$ cat src/rtl/traffic_pkg.sv
// Shared definitions for the N-direction traffic light controller.
//   - state_t   : FSM state encodings, also the value driven on the 2-bit
//                 state output (00 ALL_RED, 01 GREEN, 10 YELLOW; 11 illegal).
//   - MAX_DIR   : largest supported direction count.
//   - LAMPS_ON / LAMPS_OFF : lamp-vector constants, sliced to N_DIR by users.
package traffic_pkg;

    typedef enum logic [1:0] {
        ST_ALL_RED = 2'b00,
        ST_GREEN   = 2'b01,
        ST_YELLOW  = 2'b10
    } state_t;

    localparam int MAX_DIR = 8;

    localparam logic [MAX_DIR-1:0] LAMPS_ON  = '1;
    localparam logic [MAX_DIR-1:0] LAMPS_OFF = '0;

endpackage

$ cat src/rtl/traffic_light_controller_nway_rr.sv
// Combinational round-robin search for the next direction to serve.
// Ports:
//   pending     in  N_DIR          requesting directions (current owner masked)
//   cur_dir     in  $clog2(N_DIR)  direction currently owning the right of way
//   next_dir    out $clog2(N_DIR)  first requester after cur_dir, with wrap
//   any_pending out 1              at least one other direction is waiting
module rr_next_dir
    import traffic_pkg::*;
#(
    parameter int N_DIR = 4
) (
    input  logic [N_DIR-1:0]         pending,
    input  logic [$clog2(N_DIR)-1:0] cur_dir,
    output logic [$clog2(N_DIR)-1:0] next_dir,
    output logic                     any_pending
);

    localparam int DIR_W = $clog2(N_DIR);

    assign any_pending = |pending;

    // Scan cur_dir+1, cur_dir+2, ... modulo N_DIR; the first hit wins, so
    // a direction just served always goes to the back of the queue.
    always_comb begin
        int  idx;
        logic found;
        idx      = 0;
        found    = 1'b0;
        next_dir = cur_dir;
        for (int i = 1; i < N_DIR; i++) begin
            idx = int'(cur_dir) + i;
            if (idx >= N_DIR) begin
                idx = idx - N_DIR;
            end
            if (!found && pending[idx]) begin
                found    = 1'b1;
                next_dir = DIR_W'(idx);
            end
        end
    end

endmodule

$ cat src/rtl/traffic_light_controller_nway.sv
// N-direction traffic light controller. One direction is green at a time;
// the next one is chosen round-robin among directions with cars waiting.
// Phase lengths are counted in ticks of an internal clock prescaler.
// Ports:
//   clk        in  1              system clock
//   resetn     in  1              asynchronous active-low reset
//   car_sense  in  N_DIR          per-direction car present (sync level)
//   red        out N_DIR          red lamp per direction
//   yellow     out N_DIR          yellow lamp per direction
//   green      out N_DIR          green lamp per direction
//   cur_dir    out $clog2(N_DIR)  direction owning (or last owning) right of way
//   state      out 2              00 ALL_RED, 01 GREEN, 10 YELLOW
//   phase_cnt  out CNT_W          ticks elapsed in the current phase
module traffic_light_controller_nway
    import traffic_pkg::*;
#(
    parameter int N_DIR     = 4,
    parameter int TICK_DIV  = 100000000,
    parameter int GREEN_MIN = 5,
    parameter int GREEN_MAX = 20,
    parameter int YELLOW_T  = 3,
    parameter int ALLRED_T  = 1,
    parameter int CNT_W     = 8
) (
    input  logic                     clk,
    input  logic                     resetn,
    input  logic [N_DIR-1:0]         car_sense,
    output logic [N_DIR-1:0]         red,
    output logic [N_DIR-1:0]         yellow,
    output logic [N_DIR-1:0]         green,
    output logic [$clog2(N_DIR)-1:0] cur_dir,
    output logic [1:0]               state,
    output logic [CNT_W-1:0]         phase_cnt
);

    localparam int DIR_W = $clog2(N_DIR);
    localparam int PRE_W = (TICK_DIV > 1) ? $clog2(TICK_DIV) : 1;

    localparam logic [PRE_W-1:0] PRE_LAST    = PRE_W'(TICK_DIV - 1);
    localparam logic [CNT_W-1:0] ALLRED_LAST = CNT_W'(ALLRED_T - 1);
    localparam logic [CNT_W-1:0] YELLOW_LAST = CNT_W'(YELLOW_T - 1);
    localparam logic [CNT_W-1:0] GMIN_LAST   = CNT_W'(GREEN_MIN - 1);
    localparam logic [CNT_W-1:0] GMAX_LAST   = CNT_W'(GREEN_MAX - 1);
    localparam logic [N_DIR-1:0] DIR_ONE     = N_DIR'(1);

    state_t             st_q;
    state_t             st_d;
    logic [DIR_W-1:0]   next_dir_q;
    logic [DIR_W-1:0]   next_dir_d;
    logic [DIR_W-1:0]   cur_d;
    logic [CNT_W-1:0]   cnt_d;
    logic [PRE_W-1:0]   presc;
    logic               tick;
    logic [N_DIR-1:0]   pending;
    logic [DIR_W-1:0]   rr_dir;
    logic               any_pending;
    logic               own_sense;
    logic [N_DIR-1:0]   red_d;
    logic [N_DIR-1:0]   yellow_d;
    logic [N_DIR-1:0]   green_d;

    assign state = st_q;

    // Prescaler: with TICK_DIV=1 presc stays at 0 and tick is constantly 1.
    assign tick = (presc == PRE_LAST);

    always_ff @(posedge clk or negedge resetn) begin
        if (!resetn) begin
            presc <= '0;
        end else if (tick) begin
            presc <= '0;
        end else begin
            presc <= presc + 1'b1;
        end
    end

    assign pending   = car_sense & ~(DIR_ONE << cur_dir);
    assign own_sense = car_sense[cur_dir];

    rr_next_dir #(
        .N_DIR (N_DIR)
    ) u_rr (
        .pending     (pending),
        .cur_dir     (cur_dir),
        .next_dir    (rr_dir),
        .any_pending (any_pending)
    );

    // Next-state logic. next_dir is only written on GREEN->YELLOW, which
    // freezes the choice through YELLOW and ALL_RED regardless of sensors.
    always_comb begin
        st_d       = st_q;
        cur_d      = cur_dir;
        next_dir_d = next_dir_q;
        cnt_d      = phase_cnt;
        case (st_q)
            ST_ALL_RED: begin
                if (tick && phase_cnt >= ALLRED_LAST) begin
                    st_d  = ST_GREEN;
                    cur_d = next_dir_q;
                end
            end
            ST_GREEN: begin
                if (tick && any_pending &&
                    ((!own_sense && phase_cnt >= GMIN_LAST) || phase_cnt >= GMAX_LAST)) begin
                    st_d       = ST_YELLOW;
                    next_dir_d = rr_dir;
                end
            end
            ST_YELLOW: begin
                if (tick && phase_cnt >= YELLOW_LAST) begin
                    st_d = ST_ALL_RED;
                end
            end
            default: begin
                // Encoding 11 is unreachable in normal operation; fall back
                // to the safe all-red state.
                st_d = ST_ALL_RED;
            end
        endcase

        // Idle green (nobody else waiting) parks the counter at GREEN_MAX-1
        // so a later request yields immediately after GREEN_MIN is satisfied.
        if (st_d != st_q) begin
            cnt_d = '0;
        end else if (tick && !(st_q == ST_GREEN && phase_cnt >= GMAX_LAST)) begin
            cnt_d = phase_cnt + 1'b1;
        end
    end

    // Lamps are decoded from the next state so they change on the same edge
    // as the state register.
    always_comb begin
        red_d    = LAMPS_ON[N_DIR-1:0];
        yellow_d = LAMPS_OFF[N_DIR-1:0];
        green_d  = LAMPS_OFF[N_DIR-1:0];
        case (st_d)
            ST_GREEN: begin
                green_d[cur_d] = 1'b1;
                red_d[cur_d]   = 1'b0;
            end
            ST_YELLOW: begin
                yellow_d[cur_d] = 1'b1;
                red_d[cur_d]    = 1'b0;
            end
            default: begin
            end
        endcase
    end

    always_ff @(posedge clk or negedge resetn) begin
        if (!resetn) begin
            st_q       <= ST_ALL_RED;
            cur_dir    <= '0;
            next_dir_q <= '0;
            phase_cnt  <= '0;
            red        <= LAMPS_ON[N_DIR-1:0];
            yellow     <= LAMPS_OFF[N_DIR-1:0];
            green      <= LAMPS_OFF[N_DIR-1:0];
        end else begin
            st_q       <= st_d;
            cur_dir    <= cur_d;
            next_dir_q <= next_dir_d;
            phase_cnt  <= cnt_d;
            red        <= red_d;
            yellow     <= yellow_d;
            green      <= green_d;
        end
    end

endmodule

$ cat config.mk
export PLATFORM = sky130hd
export DESIGN_NAME = traffic_light_controller_nway
export DESIGN_NICKNAME = d
export VERILOG_FILES = /design/src/rtl/traffic_pkg.sv /design/src/rtl/traffic_light_controller_nway_rr.sv /design/src/rtl/traffic_light_controller_nway.sv
export SDC_FILE = /design/constraint.sdc
export NUM_CORES = 1
export LEC_CHECK = 0
export CAP_MARGIN = 20
export CORE_UTILIZATION = 30
export DETAILED_ROUTE_END_ITERATION = 12
export GPL_TIMING_DRIVEN = 0
export PLACE_DENSITY = 0.52
export REMOVE_ABC_BUFFERS = 1
export SETUP_SLACK_MARGIN = 0.02
export SKIP_CTS_REPAIR_TIMING = 1
export SKIP_LAST_GASP = 1
export SLEW_MARGIN = 20
export SYNTH_ARGS = -nofsm -noshare
export SYNTH_HDL_FRONTEND = slang
export SYNTH_SLANG_ARGS = --single-unit
$ cat constraint.sdc
create_clock -name clk -period 2.9 [get_ports clk]
set_input_delay 0.58 -clock clk [delete_from_list [all_inputs] [get_ports clk]]
set_output_delay 0.58 -clock clk [all_outputs]
set_load 0.02 [all_outputs]
Yosys cells after proc, flatten, opt, wreduce, memory -nomap -nowiden
Index checks and enable logic that the tools add are counted.
Widths: inputs -> output; s select.
{ "totals": {"latch_bits": 0, "mem_bits_ro": 0, "memories": 0, "in_bits": 6, "word_cells": 92, "register_bits": 53, "ramBits": 0} }
{ "classes": {"eq_ne": 6, "n_mul": 0, "n_shift": 1, "div": 0, "muxes": 33, "reduce_logical": 20, "n_bitwise": 3, "add_sub_neg": 8, "order_cmp": 13} }
{ "ops": {"columns": ["cell", "n"], "rows": [
  ["$ge 32x4->1 const B", 3],
  ["$lt 32x4->1 const B", 3],
  ["$mux 32", 3],
  ["$sub 32x4->32 const B", 3],
  ["$add 27x1->27 const B", 1],
  ["$eq 27x27->1 const B", 1],
  ["$mux 27", 1],
  ["$mux 2", 8],
  ["$mux 8", 2],
  ["$mux 4", 3],
  ["$logic_and 1x1->1", 10],
  ["$mux 1", 10],
  ["$add 8x1->8 const B", 1],
  ["$bmux 1 s2", 4],
  ["$ge 8x1->1 const B", 1],
  ["$ge 8x2->1 const B", 1],
  ["$ge 8x3->1 const B", 1],
  ["$ge 8x5->1 const B", 1],
  ["$not 4->4", 2],
  ["$add 2x2->3 const B", 2],
  ["$lt 2x3->1 const B", 2],
  ["$pmux 2 s3", 1],
  ["$and 4x4->4", 1],
  ["$eq 2x1->1 const B", 2],
  ["other kinds (13)", 17]
]} }

Logic depth before layout (Yosys ltp)
Gate-level depths: netlist of run 1.
{ "depth": {"ltp_word": 13, "ltp_mapped": 10} }

Modules after synthesis
Synthesis of run 1 repeated with hierarchy kept, for this count alone.
{ "unflattened": {"hier_cells": 259, "hier_area_um2": 2748.9} }
{ "modules_own_cells": {"columns": ["module", "instances", "area_each_um2", "seq_area_each_um2", "cells_per_inst"], "rows": [
  ["traffic_light_controller_nway", 1, 2676.3, 1331.3, 245],
  ["rr_next_dir", 1, 72.6, 0.0, 14]
]} }

Least setup slack after synthesis of run 1
Ideal clock, no wire load.
{ "synth_path": {"kind": "reg-to-reg", "from": "register cur_dir[0]", "to": "register red[0]", "t_arrival_ns": 2.690, "path_stages_with_launch": 11, "t_required_ns": 2.816, "setup_slack_ns": 0.126, "setup_time_ns": 0.084, "path_cell_list": "dfrtp_1 > clkbuf_1 > inv_1 > ha_1 > nor2b_1 > nor4_1 > a211oi_1 > and4b_4 > or2_2 > ha_1 > or2_2"} }
{ "synth_via": {"elab_chain_len": 11, "word_cells_on_any_way": 25, "cone_classes": "order compare: 2; eq/ne: 2; shift: 1; mux: 9; bitwise: 3; reduce/logical: 8"} }
{ "synth_rtl": {"columns": ["element", "line_no", "source"], "rows": [
  ["from (decl)", "traffic_light_controller_nway.sv:31", "output logic [$clog2(N_DIR)-1:0] cur_dir,"],
  ["from (signal assigned)", "traffic_light_controller_nway.sv:162", "cur_dir <= cur_d;"],
  ["$bmux 1 s2 or $shl 1x2->4 (tied branches)", "traffic_light_controller_nway.sv:78, traffic_light_controller_nway.sv:77", null],
  ["$mux 1 (not written as such) or $not 4->4 (tied branches)", "traffic_light_controller_nway.sv:78, traffic_light_controller_nway.sv:77", null],
  ["$logic_not 1->1 or $and 4x4->4 (tied branches)", "traffic_light_controller_nway.sv:105, traffic_light_controller_nway.sv:77", null],
  ["$logic_and 1x1->1 or $reduce_or 4->1 (tied branches)", "traffic_light_controller_nway.sv:105, traffic_light_controller_nway_rr.sv:20", null],
  ["$logic_or 1x1->1 or $logic_and 1x1->1 (tied branches)", "traffic_light_controller_nway.sv:105, traffic_light_controller_nway.sv:104", null],
  ["$logic_and 1x1->1 *", "traffic_light_controller_nway.sv:104", "if (tick && any_pending &&"],
  ["$mux 2 *", "traffic_light_controller_nway.sv:104", null],
  ["$pmux 2 s3 *", "traffic_light_controller_nway.sv:96", "case (st_q)"],
  ["via st_d[1]", "traffic_light_controller_nway.sv:47", "state_t st_d;"],
  ["$eq 2x1->1 or $eq 2x2->1 (tied branches)", "traffic_light_controller_nway.sv:137", "case (st_d)"],
  ["$reduce_or 2->1 (no line) *", null, null],
  ["$mux 4 *", null, null],
  ["via red_d[0]", "traffic_light_controller_nway.sv:58", "logic [N_DIR-1:0] red_d;"],
  ["to (signal assigned)", "traffic_light_controller_nway.sv:157", "red <= LAMPS_ON[N_DIR-1:0];"],
  ["to (signal assigned)", "traffic_light_controller_nway.sv:165", "red <= red_d;"],
  ["to (decl)", "traffic_light_controller_nway.sv:28", "output logic [N_DIR-1:0] red,"]
]} }
Mark *: on every way through the listed nets, which the timed path passes. The rest lies on a longest branch. The select of a mux whose other input is x is not followed.
A chain may end at the register's enable or synchronous reset.

Worst setup path in the final report of run 1
{ "layout_path": {"from": "register presc[9]", "to": "register red[0]"} }
{ "layout_via": {"elab_chain_len": 10, "word_cells_on_any_way": 21, "cone_classes": "order compare: 2; eq/ne: 3; mux: 9; bitwise: 1; reduce/logical: 6"} }
{ "layout_rtl": {"columns": ["element", "line_no", "source"], "rows": [
  ["from (decl)", "traffic_light_controller_nway.sv:52", "logic [PRE_W-1:0] presc;"],
  ["from (signal assigned)", "traffic_light_controller_nway.sv:73", "presc <= presc + 1'b1;"],
  ["$eq 27x27->1 *", "traffic_light_controller_nway.sv:65", "assign tick = (presc == PRE_LAST);"],
  ["$logic_and 1x1->1", "traffic_light_controller_nway.sv:98", "if (tick && phase_cnt >= ALLRED_LAST) begin"],
  ["$mux 2", "traffic_light_controller_nway.sv:98", null],
  ["$mux 2", "traffic_light_controller_nway.sv:96", null],
  ["$lt 2x3->1 (not written as such) or $ge 2x1->1 (tied branches)", "traffic_light_controller_nway.sv:140, traffic_light_controller_nway.sv:144", null],
  ["$logic_and 1x1->1 (not written as such)", "traffic_light_controller_nway.sv:140, traffic_light_controller_nway.sv:144", null],
  ["$mux 1 (not written as such)", "traffic_light_controller_nway.sv:140, traffic_light_controller_nway.sv:144", null],
  ["$demux 1 s2", "traffic_light_controller_nway.sv:140, traffic_light_controller_nway.sv:144", null],
  ["$not 4->4 (no line)", null, null],
  ["$mux 4 *", null, null],
  ["via red_d[0]", "traffic_light_controller_nway.sv:58", null]
]} }
Mark *: on every way through the listed nets, which the timed path passes. The rest lies on a longest branch.

==> impl_results.md, run 1 <==
- Drt total wl: 5.71 mm
- # diodes: 0
- Root buf cell: clkbuf_8
- Final Cycle Share: 0.949
- Slew headroom: 0.544
- Setup TNS: 0 ns
- Clock Pin Slew Worst Setup and Hold Paths: 0.10 ns
- Critical Path RT: 3.15 ns
- Post-Synth XOR/XNOR Area: 0.0746
- Cells after synthesis: 274
- CTS Buffer Depth: 2
- CP max-delay cell: or4b_4
- Pins Over Slew Limit: 0
- Met2 GRT Util: 0.203
- Asr flop ratio synth: 1.00
- Initial Utilization: 0.308
- GRT Residual Overflow: 0
- HPWL Detailed: 3.99 mm
- Endpoints failing hold: 0
- Post-synthesis compound-gate area fraction: 0.0728
- Vias per cell: 4.91
- Die W: 98.9 um
- Share of cells above drive strength 1: 0.133
- Post-route insts no fill: 419
- Residual DRC: 0
- Lkg Pwr: 1.50 nW
- Htree depth: 2
- Internal Dissipation: 0.924 mW
- GRT Util Overall: 0.128
- CTS sink cnt: 53
- Clock Latency Late Sink: 0.31 ns
- Synth Area in Simple Gates: 0.261
- Synth area leader: dfrtp_1
- Crit-path max FO: 5
- Placed cells: 409
- Adder-Cell Fraction of Synth Area: 0.0399
- Number of I/O port buffers: 29
- Synth top area cells: dfrtp_1, xnor2_1, nor2_1, ha_1, dfstp_2
- Number of global-route vias before repair: 2066
- Routed Antenna Nets: 0
- Maxcap violations: 0
- Sequential fraction of design power: 0.614
- Final #Nets: 322
- Core area: 9150 um^2
- Largest net degree at the start of global routing: 54
- Reg2reg path depth: 7
- Crit-path cells: or4b_4 -> or4_4 -> nor3_2 -> and3_1 -> or3_1 -> ha_1 -> or2_2
- Die Y: 98.9 um
- Initial antenna violation count: 0
- RSZ-0062 raised after global routing: false
- Mapped cell area: 2820 um^2
- Synth warn: 0
- Buffers & Inverters on Critical Path: 0
- Crit-path leading delay family: simple AND/OR/NAND/NOR gates
- CTS tree: yes
- # fillers: 924
- Main combinational cell family by area after synthesis: simple AND/OR/NAND/NOR gates
- Top cell type's share of synthesized area: 0.435
- Logic pwr share: 0.030
- Sequential fraction of the synthesis area: 0.472
- Global-route wire length before repair: 9.98 mm
- Syn-to-layout area delta: 19.7%
- Post-route cell area: 3370 um^2
- Post-synth EDFFs: 0
- Critical Path Source Type: flip-flop
- Most used DFF post-synth: dfrtp_1
- Syn Area/Cell: 10.3 um^2
- Max rail drop VDD: 0.192 mV
- Die footprint: 9790 um^2
- Synth Register Bits: 53
- Crit path kind: reg -> reg
- Grt met3 use: 0.0284
- Pwr Total: 1.20 mW
- I/O pins: 30
- DRT iter0 DRCs: 79
- Hold/Removal Path Class: in -> async
- Psw: 0.280 mW
- Number of setup violations in the final report: 0
- Core Rows: 35
- Via count: 2057
- Area after DPL: 3220 um^2
- Most frequent cells after synthesis: dfrtp_1, nor2_1, nand2_1
- Grt peak-use layer: met2
- Max incr delay on CP: 0.57 ns
- WP data arrival: 3.00 ns
- Dominant cell by count in the synthesized netlist: dfrtp_1
- CTS buffer count: 5
- Drt wl/cell: 13.6 um
- Power density of the placed cells: 357 nW/um^2
- Gpl congestion: 0.758
- Post-synthesis mux area share: 0.0528
- Period minus WS final: 2.75 ns
- Distinct cells, synth: 53
- Clock Skews: 0.0101 ns
- TritonRoute pass-1 iters: 4
- Layout Utilization: 0.369
- Worst Tran Pin Value: 0.684 ns
- Status: finished clean
- Clk pwr share: 0.356
- Routing usage on met1: 0.175
- WP depth: 7
- Switching share of power: 0.232
- FMAX: 0.363 GHz
- Crit path capture type: flip-flop
## routing by layer
| layer | up-vias | part of all wire |
|---|---|---|
| met1 | 1003 | 0.49 |
| met2 | 25 | 0.47 |
| met3 | 6 | 0.026 |
| met4 | 0 | 0.012 |
| li1 | 1023 | - |
| met5 | - | 0 |
## layout make-up
| cell class | count | area (um^2) | area share |
|---|---|---|---|
| clock inverter | 3 | 21.3 | 0.00631 |
| sequential | 53 | 1330 | 0.395 |
| inverter | 13 | 48.8 | 0.0145 |
| clock buffer | 5 | 68.8 | 0.0204 |
| tap | 111 | 139 | 0.0412 |
| timing repair buffer | 31 | 303 | 0.0898 |
| multi-input combinational | 203 | 1460 | 0.432 |
## power groups by stage
stage | Combinational [mW] | Sequential [mW] | Clock (mW)
floorplan | 0.0117 | 0.753 | 0
global placement | 0.0367 | 0.753 | 0
detailed placement | 0.0365 | 0.753 | 0
CTS | 0.0365 | 0.739 | 0.449
global route | 0.0424 | 0.739 | 0.481
finish | 0.0366 | 0.739 | 0.428
## path summary, 6_finish.rpt
kind / endpoint / startpoint / slack [ns]
worst max register to register: red[0] / presc[9] / 0.15
worst min register to register: presc[0] / presc[0] / 0.49
worst max-delay path: red[0] / presc[9] / 0.15
worst min-delay path: phase_cnt[5] / resetn / 0.31
max in group asynchronous: cur_dir[1] / resetn / 2.11
min in group clk: presc[0] / presc[0] / 0.49
## metrics by stage
stage          worst slack, ns  hold WS (ns)
5_1_grt                 0.0447         0.356
4_1_cts                 -0.483         0.331
3_5_place_dp            -0.457         0.482
6_report                 0.147         0.312
3_3_place_gp            -0.508         0.475
2_1_floorplan           0.0595         0.284
## flip-flops by register name, indices dropped and copies added, names as in the netlist
| register | count |
|---|---|
| cur_dir | 2 |
| green | 4 |
| yellow | 4 |
| phase_cnt | 8 |
| presc | 27 |
| red | 4 |
| next_dir_q | 2 |
| state | 2 |
## cells by family after synthesis
kind of cell | after synthesis
AND/OR/NAND/NOR | 129
flip-flops | 53
AO/OA/AOI/OAI | 28
XOR/XNOR | 24
buffers and inverters | 18
multiplexers | 13
adder cells (fa/ha/maj) | 9
## layout by cell type, fill, tap and decap left out, types with 2 or more instances in the layout
master and n:
inv_1 13, clkdlybuf4s50_1 28, a21oi_1 7, or2_2 2, and4b_1 3, mux2_2 3
buf_4 3, clkbuf_8 5, o31ai_1 2, nand4_1 10, a211o_1 2, dfrtp_1 47
mux2i_1 7, xnor2_1 16, o21ai_0 4, a21boi_0 2, or3_1 2, dfrtp_2 2
dfstp_2 4, ha_1 9, nand2b_1 6, nor4_1 6, and3_1 5, nor2b_2 3
and2_1 9, nor2b_1 4, nor3_1 10, nor2_1 30, nand3_1 4, o21ba_1 2
xor2_1 8, nand2_1 17, mux2_1 2, and4_1 2
No activity file was read; power rests on OpenSTA's default activity.
==> run 2, diff against run 1 <==
Settings changed: GPL_TIMING_DRIVEN 0 to default.
==> impl_results.md, run 2 (same netlist as run 1, synthesis figures left out) <==
- Status: finished clean
- Drt wl/cell: 13.6 um
- Biggest regs: presc: 27 flops, phase_cnt: 8 flops
- Logic pwr share: 0.035
- Worst Tran Pin Value: 0.622 ns
- Die footprint: 9790 um^2
- CTS sink cnt: 53
- HPWL Detailed: 4.42 mm
- Core Rows: 35
- Critical Path RT: 3.13 ns
- Internal Dissipation: 0.952 mW
- Core area: 9150 um^2
- Largest net degree at the start of global routing: 30
- I/O pins: 30
- CTS buffer count: 5
- Pins Over Slew Limit: 0
- Hold/Removal Path Class: in -> async
- Final Cycle Share: 0.922
- Area occupied by registers: 1330 um^2
- TritonRoute pass-1 iters: 4
- # fillers: 896
- Crit path kind: reg -> reg
- Crit path capture type: flip-flop
- Layout Utilization: 0.378
- Root buf cell: clkbuf_8
- FMAX: 0.374 GHz
- Period minus WS final: 2.67 ns
- Endpoints failing hold: 0
- Multi-input gate area: 1410 um^2
- Global-route wire length before repair: 10.0 mm
- Via count: 2132
- Vias per cell: 4.90
- GRT Residual Overflow: 0
- Initial Utilization: 0.308
- Slew headroom: 0.585
- Die Y: 98.9 um
- Max FFs per register: 27
- Commonest cells after routing, fill and taps aside: dfrtp_1, nor2_1, clkdlybuf4s50_1
- Routed Antenna Nets: 0
- Die W: 98.9 um
- Number of setup violations in the final report: 0
- Sequential fraction of design power: 0.612
- Share of cells above drive strength 1: 0.139
- Number of I/O port buffers: 29
- Critical Path Source Type: flip-flop
- Switching share of power: 0.211
- CTS Buffer Depth: 2
- DRT iter0 DRCs: 82
- Residual DRC: 0
- Crit-path max FO: 5
- Clock Latency Late Sink: 0.30 ns
- Final #Nets: 338
- Top reg by flops: presc
- Initial antenna violation count: 0
- Maxcap violations: 0
- Psw: 0.255 mW
- Pwr Total: 1.21 mW
- Gpl congestion: 0.804
- # diodes: 0
- Htree depth: 2
- Clock Skews: 0.00903 ns
- GRT Util Overall: 0.129
- WP data arrival: 2.91 ns
- CTS tree: yes
- Clk pwr share: 0.353
- Max rail drop VDD: 0.157 mV
- Drt total wl: 5.91 mm
- Most common cell after layout, fill and taps aside: dfrtp_1
- Clock Pin Slew Worst Setup and Hold Paths: 0.09 ns
- Number of global-route vias before repair: 2121
- Lkg Pwr: 1.56 nW
- Syn-to-layout area delta: 22.6%
- Setup TNS: 0 ns
- RSZ-0062 raised after global routing: false
- Power density of the placed cells: 349 nW/um^2
run 2: worst paths after layout:
check	cells past startpoint	end	startpoint	slack (ns)
max	7	red[0]	presc[9]	0.23
min	1	presc[22]	resetn	0.28
max reg2reg	7	red[0]	presc[9]	0.23
min reg2reg	1	presc[0]	presc[0]	0.49
max in group asynchronous	2	red[3]	resetn	1.98
min in group clk	1	presc[0]	presc[0]	0.49
run 2: cell type report:
type	count	area share
timing repair buffer	47	0.125
multi-input combinational	203	0.409
clock buffer	8	0.0261
inverter	13	0.0141
tap	111	0.0402
sequential	53	0.385
run 2: critical path, cell delays in order, from the launching register on:
cell,delay [ns]
dfrtp_1,0.45
or4b_4,0.56
nor4_2,0.21
and3_1,0.30
a21oi_1,0.13
or2_2,0.33
ha_1,0.32
or2_2,0.30
run 2: power by group through the flow:
stage               clock [mW]  sequential, mW  combinational [mW]
detailed placement           0           0.753              0.0438
CTS                      0.451           0.739              0.0438
floorplan                    0           0.753              0.0117
finish                   0.427           0.739              0.0418
global route             0.479           0.739              0.0480
global placement             0           0.753              0.0431
run 2: routing by layer:
layer | wire, um | part of all wire | GRT usage
met5 | 0 | 0 | 0
met4 | 53 | 0.0090 | 0.0310
met3 | 182 | 0.031 | 0.0284
met2 | 2860 | 0.48 | 0.217
met1 | 2820 | 0.48 | 0.169
run 2: per-stage QoR:
stage	hold WS, ns	setup WS [ns]	cells	cell area [um^2]
floorplan	0.284	0.0595	269	2790
global placement	0.481	-0.0683	427	3370
detailed placement	0.478	-0.100	427	3370
CTS	0.307	0.224	435	3460
global route	0.334	0.0705	435	3460
finish	0.279	0.226	435	3460
